<file path="config.mk">
export PLATFORM = sky130hd
export DESIGN_NAME = mem_bus_arbiter
export DESIGN_NICKNAME = d
export VERILOG_FILES = /design/src/rtl/mem_bus_arbiter.sv
export SDC_FILE = /design/constraint.sdc
export NUM_CORES = 1
export LEC_CHECK = 0
export BUFFER_PORTS_ARGS = -buffer_cell sky130_fd_sc_hd__buf_2
export CAP_MARGIN = 30
export CORE_AREA = 4 4 174 176
export DETAILED_ROUTE_END_ITERATION = 10
export DIE_AREA = 0 0 178 180
export GPL_ROUTABILITY_DRIVEN = 0
export PLACE_DENSITY = 0.43
export SETUP_SLACK_MARGIN = 0.05
export SYNTH_ARGS = -nofsm -noshare
export SYNTH_HDL_FRONTEND = slang
export SYNTH_SLANG_ARGS = --single-unit
</file>
<file path="constraint.sdc">
create_clock -name clock -period 2.4 [get_ports clock]
set_input_delay 0.48 -clock clock [delete_from_list [all_inputs] [get_ports clock]]
set_output_delay 0.48 -clock clock [all_outputs]
set_load 0.05 [all_outputs]
</file>
<file path="src/rtl/mem_bus_arbiter.sv">
// mem_bus_arbiter: two-master (I-fetch / D-cache) front end for the single
// tagged memory bus. Request and return paths are purely combinational; only
// the tag-owner table and the I-side starvation counter are registered.
module mem_bus_arbiter #(
  parameter int NUM_TAGS         = 16,
  parameter int STARVE_LIMIT     = 4,
  parameter int XLEN             = 32,
  // Flags data returns that carry a tag nobody owns. Integrations that
  // deliberately present stray or post-reset tags can switch it off.
  parameter bit CHECK_STRAY_TAGS = 1'b1
) (
  input  logic            clock,
  input  logic            reset,

  input  logic [1:0]      icache_cmd,
  input  logic [XLEN-1:0] icache_addr,
  output logic [3:0]      icache_response,
  output logic [63:0]     icache_data,
  output logic [3:0]      icache_tag,

  input  logic [1:0]      dcache_cmd,
  input  logic [XLEN-1:0] dcache_addr,
  input  logic [63:0]     dcache_wdata,
  output logic [3:0]      dcache_response,
  output logic [63:0]     dcache_data,
  output logic [3:0]      dcache_tag,

  output logic [1:0]      proc2mem_command,
  output logic [XLEN-1:0] proc2mem_addr,
  output logic [63:0]     proc2mem_data,
  input  logic [3:0]      mem2proc_response,
  input  logic [63:0]     mem2proc_data,
  input  logic [3:0]      mem2proc_tag
);

  localparam logic [1:0] BUS_NONE  = 2'd0;
  localparam logic [1:0] BUS_LOAD  = 2'd1;
  localparam logic [1:0] BUS_STORE = 2'd2;

  localparam int IDX_W = (NUM_TAGS > 1) ? $clog2(NUM_TAGS) : 1;
  localparam int SW    = $clog2(STARVE_LIMIT + 1);

  localparam logic [4:0]    NUM_TAGS_W = 5'(NUM_TAGS);
  localparam logic [SW-1:0] STARVE_MAX = SW'(STARVE_LIMIT);

  // Registered bookkeeping
  logic [NUM_TAGS-1:0] valid_q, valid_d;
  logic [NUM_TAGS-1:0] owner_q, owner_d;   // 0 = I-side, 1 = D-side
  logic [SW-1:0]       starve_q, starve_d;

  // Combinational request/grant signals
  logic i_req, d_req;
  logic grant_i, grant_d;
  logic starve_hit;

  // Return / allocate decode
  logic             ret_in_range, ret_hit, ret_owner_d;
  logic [IDX_W-1:0] ret_idx;
  logic             alloc;
  logic [IDX_W-1:0] alloc_idx;
  logic [NUM_TAGS-1:0] clr_vec, set_vec;

  // Arbitration: D-side normally wins, I-side wins once it has starved long enough
  always_comb begin
    i_req      = (icache_cmd == BUS_LOAD);
    d_req      = (dcache_cmd == BUS_LOAD) || (dcache_cmd == BUS_STORE);
    starve_hit = (starve_q == STARVE_MAX);
    grant_d    = d_req && !(i_req && starve_hit);
    grant_i    = i_req && !grant_d;
  end

  // Forward the granted master onto the memory bus
  always_comb begin
    proc2mem_command = BUS_NONE;
    proc2mem_addr    = '0;
    proc2mem_data    = '0;
    if (grant_i) begin
      proc2mem_command = BUS_LOAD;
      proc2mem_addr    = icache_addr;
    end else if (grant_d) begin
      proc2mem_command = dcache_cmd;
      proc2mem_addr    = dcache_addr;
      proc2mem_data    = dcache_wdata;
    end
  end

  // Route the memory acceptance tag back to whichever master was granted
  always_comb begin
    icache_response = grant_i ? mem2proc_response : 4'd0;
    dcache_response = grant_d ? mem2proc_response : 4'd0;
  end

  // Look up the owner of a returning tag and steer the tag to that master
  always_comb begin
    ret_in_range = (mem2proc_tag != 4'd0) && ({1'b0, mem2proc_tag} < NUM_TAGS_W);
    ret_idx      = mem2proc_tag[IDX_W-1:0];
    ret_hit      = ret_in_range && valid_q[ret_idx];
    ret_owner_d  = owner_q[ret_idx];
    icache_tag   = (ret_hit && !ret_owner_d) ? mem2proc_tag : 4'd0;
    dcache_tag   = (ret_hit &&  ret_owner_d) ? mem2proc_tag : 4'd0;
    // Data goes to both sides; the tag alone says whether it is meant for them.
    icache_data  = mem2proc_data;
    dcache_data  = mem2proc_data;
  end

  // Only accepted loads allocate an owner entry; stores never get data back
  always_comb begin
    alloc     = (grant_i || (grant_d && (dcache_cmd == BUS_LOAD)))
                && (mem2proc_response != 4'd0)
                && ({1'b0, mem2proc_response} < NUM_TAGS_W);
    alloc_idx = mem2proc_response[IDX_W-1:0];
  end

  // Per-entry clear/set strobes
  genvar gi;
  generate
    for (gi = 0; gi < NUM_TAGS; gi++) begin : g_entry
      assign clr_vec[gi] = ret_in_range && (ret_idx == IDX_W'(gi));
      assign set_vec[gi] = alloc && (alloc_idx == IDX_W'(gi));
    end
  endgenerate

  // Owner table next state: clear on return first, then set on allocate, so a
  // tag reused in its own return cycle ends up owned by the new requester
  always_comb begin
    valid_d = (valid_q & ~clr_vec) | set_vec;
    owner_d = (owner_q & ~set_vec) | (set_vec & {NUM_TAGS{grant_d}});
  end

  // Starvation counter: count I-side losses to the D-side, hold while memory
  // rejects an I-side grant, otherwise clear
  always_comb begin
    starve_d = '0;
    if (i_req && grant_d) begin
      starve_d = starve_hit ? starve_q : starve_q + SW'(1);
    end else if (grant_i && (mem2proc_response == 4'd0)) begin
      starve_d = starve_q;
    end
  end

  // Bookkeeping registers with synchronous active-low reset
  always_ff @(posedge clock) begin
    if (!reset) begin
      valid_q  <= '0;
      owner_q  <= '0;
      starve_q <= '0;
    end else begin
      valid_q  <= valid_d;
      owner_q  <= owner_d;
      starve_q <= starve_d;
    end
  end

`ifndef SYNTHESIS
  generate
    if (CHECK_STRAY_TAGS) begin : g_stray_chk
      // A nonzero returning tag should always belong to an outstanding load
      always_ff @(posedge clock) begin
        if (reset && (mem2proc_tag != 4'd0)) begin
          assert (ret_hit)
            else $error("mem_bus_arbiter: return tag %0d has no owner, dropped", mem2proc_tag);
        end
      end
    end
  endgenerate
`endif

endmodule

</file>
==> flow_summary.yaml <==
outcome:
  status: "finished, final reports clean"
floorplan:
  std_cell_rows: 62
  die_area_mm2: 0.0320
  start_util: 0.129
  fp.dieW_um: 178
  die_h_um: 180
  core_area_mm2: 0.0286
  boundaryPins: 448
setup_path:
  critPathCaptureType: "primary output"
  crit_type: "flip-flop to primary output"
  path_max_fanout: 4
  worstPathRequired_ns: 1.92
  cp.arrival_ns: 1.82
  start_kind: "flip-flop"
  crit_path_top_delay_cell: "mux4_2"
  path_cells: "mux4_2, nand3_2, nand4_4, nor3b_4, buf_6"
  worst_path_largest_cell_delay_ns: 0.49
  reg2regPathDepth: 8
placed_design:
  dp.cells: 949
  place_ws_ns: -0.112
  numPortBuffers: 255
  hpwl_mm: 14.1
route:
  drt-vias-per-instance: 3.71
  num_vias: 3589
  remaining_drc_errors: 0
  dr.pass1.iters: 4
  routedWlPerCell_um: 17.5
  drt-total-wl_mm: 17.0
  drt_iter0_markers: 137
  ant_nets: 0
pwr:
  p_seq_frac: 0.210
  comb_power_share: 0.569
  p_leak_nw: 2.65
  ir_worst_vdd_mv: 0.260
  switching_share: 0.417
  power_w: 0.00282
  pwr-share-clk: 0.221
  p_switching_w: 0.00118
  p_per_area_mw_per_mm2: 479
  p_int_w: 0.00165
layout:
  final_common_cell: "buf_2"
  stdcell_count: 968
  multi_input_area_mm2: 0.00208
  final_cell_mix: "144 x buf_2, 61 x buf_4, 40 x buf_12"
  areaGrowthSynthToFinish_pct: 60.0
  layout.nets: 791
  drive_gt1_frac: 0.664
  regArea_um2: 709
  nFillCells: 3175
min_path:
  min_path_cells: 1
  min_path_type: "flip-flop to flip-flop"
global_routing:
  grt_usage: 0.0976
  grt_max_degree: 34
  grt_pass1_vias: 3623
  gr-total-overflow: 0
  grt_pass1_wl_mm: 24.0
  antenna_found_initial: 5
timing:
  rsz0062_at_grt: "yes"
  tightestPinTransition_ns: 0.727
  final-max-slew-violation-count: 0
  finalSetupViolCount: 0
  fin_worst_skew_ns: 0.00802
  fmax_mhz: 434
  slew_headroom: 0.515
  period_share: 0.959
  period_minus_slack_ns: 2.30
  fin_ws_ns: 0.0974
  finalHoldViolations: 0
clock_network:
  worstSkewPairLatency_ns: 0.28
  clock_path_buffers: 2
  clkTransAtPathRegs_ns: 0.05
  cts_hold_buffers: 0
  cts_tree: "done"
  cts-root-buf: "clkbuf_16"
  cts.sinks: 35
  cts_made_buffers: 5
  htree_levels: 2
yosys:
  yosysUniqueCellTypes: 39
  syn-cell-area_mm2: 0.00368
  ys_seq_elements: 35
  syn_avg_cell_area_um2: 8.11
  ys_seq_area_frac: 0.190
  syn-num-nets: 663
  yosysWarningCount: 0
  synthCells: 454
run:
  drv_cap: 0
-- power by group through the flow --
stage	clock, W	combinational [W]	sequential, W
2_1_floorplan	0	0.00144	0.000602
3_3_place_gp	0	0.00143	0.000605
3_5_place_dp	0	0.00144	0.000604
4_1_cts	0.000642	0.00154	0.000592
5_1_grt	0.000667	0.00167	0.000592
6_report	0.000625	0.00160	0.000592
-- layer usage --
layer  vias up  global-route usage  share of wire
met4         4              0.0108         0.0097
met2       207               0.161           0.49
met5         -                   0         0.0020
li1       1694                   -              -
met3        34              0.0384          0.090
met1      1650               0.124           0.41
-- cells by family (layout without fill, tap and decap cells) --
group / after synthesis / in the layout / share of synthesized area
buf+inv: 166 / 295 / 0.310
fa+ha+maj: 3 / 3 / 0.0102
simple gates: 148 / 148 / 0.243
compound gates: 85 / 85 / 0.166
other cells: 0 / 1 / 0
mux: 17 / 17 / 0.0796
flops: 35 / 35 / 0.190
-- cell type report --
cell class	instances	share of cell area
Timing Repair Buffer	280	0.415
Clock buffer	6	0.0219
Inverter	7	0.00446
Multi-Input combinational cell	253	0.354
Sequential cell	35	0.121
Antenna cell	1	0.000425
Tap cell	384	0.0816
Clock inverter	2	0.00213
-- synth_stat cells, drive strengths merged --
cell / n / area share
nand4: 9 / 0.017
nor2b: 5 / 0.0085
clkbuf: 23 / 0.025
a21o: 2 / 0.0041
buf: 136 / 0.28
o22ai: 1 / 0.0034
o41ai: 1 / 0.0024
a22oi: 2 / 0.0054
nand3: 8 / 0.011
nand2: 14 / 0.014
o21ai: 16 / 0.022
a22o: 32 / 0.076
o31ai: 3 / 0.0061
nor3b: 6 / 0.012
a2bb2oi: 1 / 0.0024
nand2b: 6 / 0.010
nand4b: 4 / 0.0095
nand3b: 4 / 0.0082
a2111oi: 1 / 0.0024
dfxtp: 35 / 0.19
inv: 7 / 0.0071
a31oi: 1 / 0.0034
mux4: 8 / 0.055
a32o: 3 / 0.0082
a21oi: 21 / 0.029
or2: 2 / 0.0034
ha: 3 / 0.010
nor2: 9 / 0.0092
and4: 3 / 0.0071
and2: 73 / 0.12
mux2i: 9 / 0.024
a211oi: 1 / 0.0020
and3: 5 / 0.0085
-- repair_timing --
action                     CTS  global route
setup endpoints to repair  110            92
pin swaps                    6             7
setup buffers                3             2
resized for setup           81            70
cloned                       2             3
-- stage by stage --
stage | area (um2) | TNS, ns | hold slack [ns] | util
2_1_floorplan | 3870 | 0 | 0.422 | -
3_3_place_gp | 5180 | -0.443 | 0.446 | 0.181
3_5_place_dp | 5180 | -0.612 | 0.444 | 0.181
4_1_cts | 5620 | 0 | 0.458 | 0.196
5_1_grt | 5880 | 0 | 0.479 | 0.206
6_report | 5890 | 0 | 0.455 | 0.206
-- worst paths after layout --
check	slack, ns	endpoint	startpoint
worst min-delay path	0.46	valid_q[0]	valid_q[0]
worst min register to register	0.46	valid_q[0]	valid_q[0]
worst max register to register	0.62	flip-flop	starve_q[0]
worst max-delay path	0.1	icache_tag[1]	flip-flop
-- critical path: cells and delay by family, from the launching register on --
family | cells | cell delay (ns)
flops | 1 | 0.34
simple gates | 3 | 0.54
buf+inv | 1 | 0.18
mux | 1 | 0.49
Power figures use the tool's default switching activity.
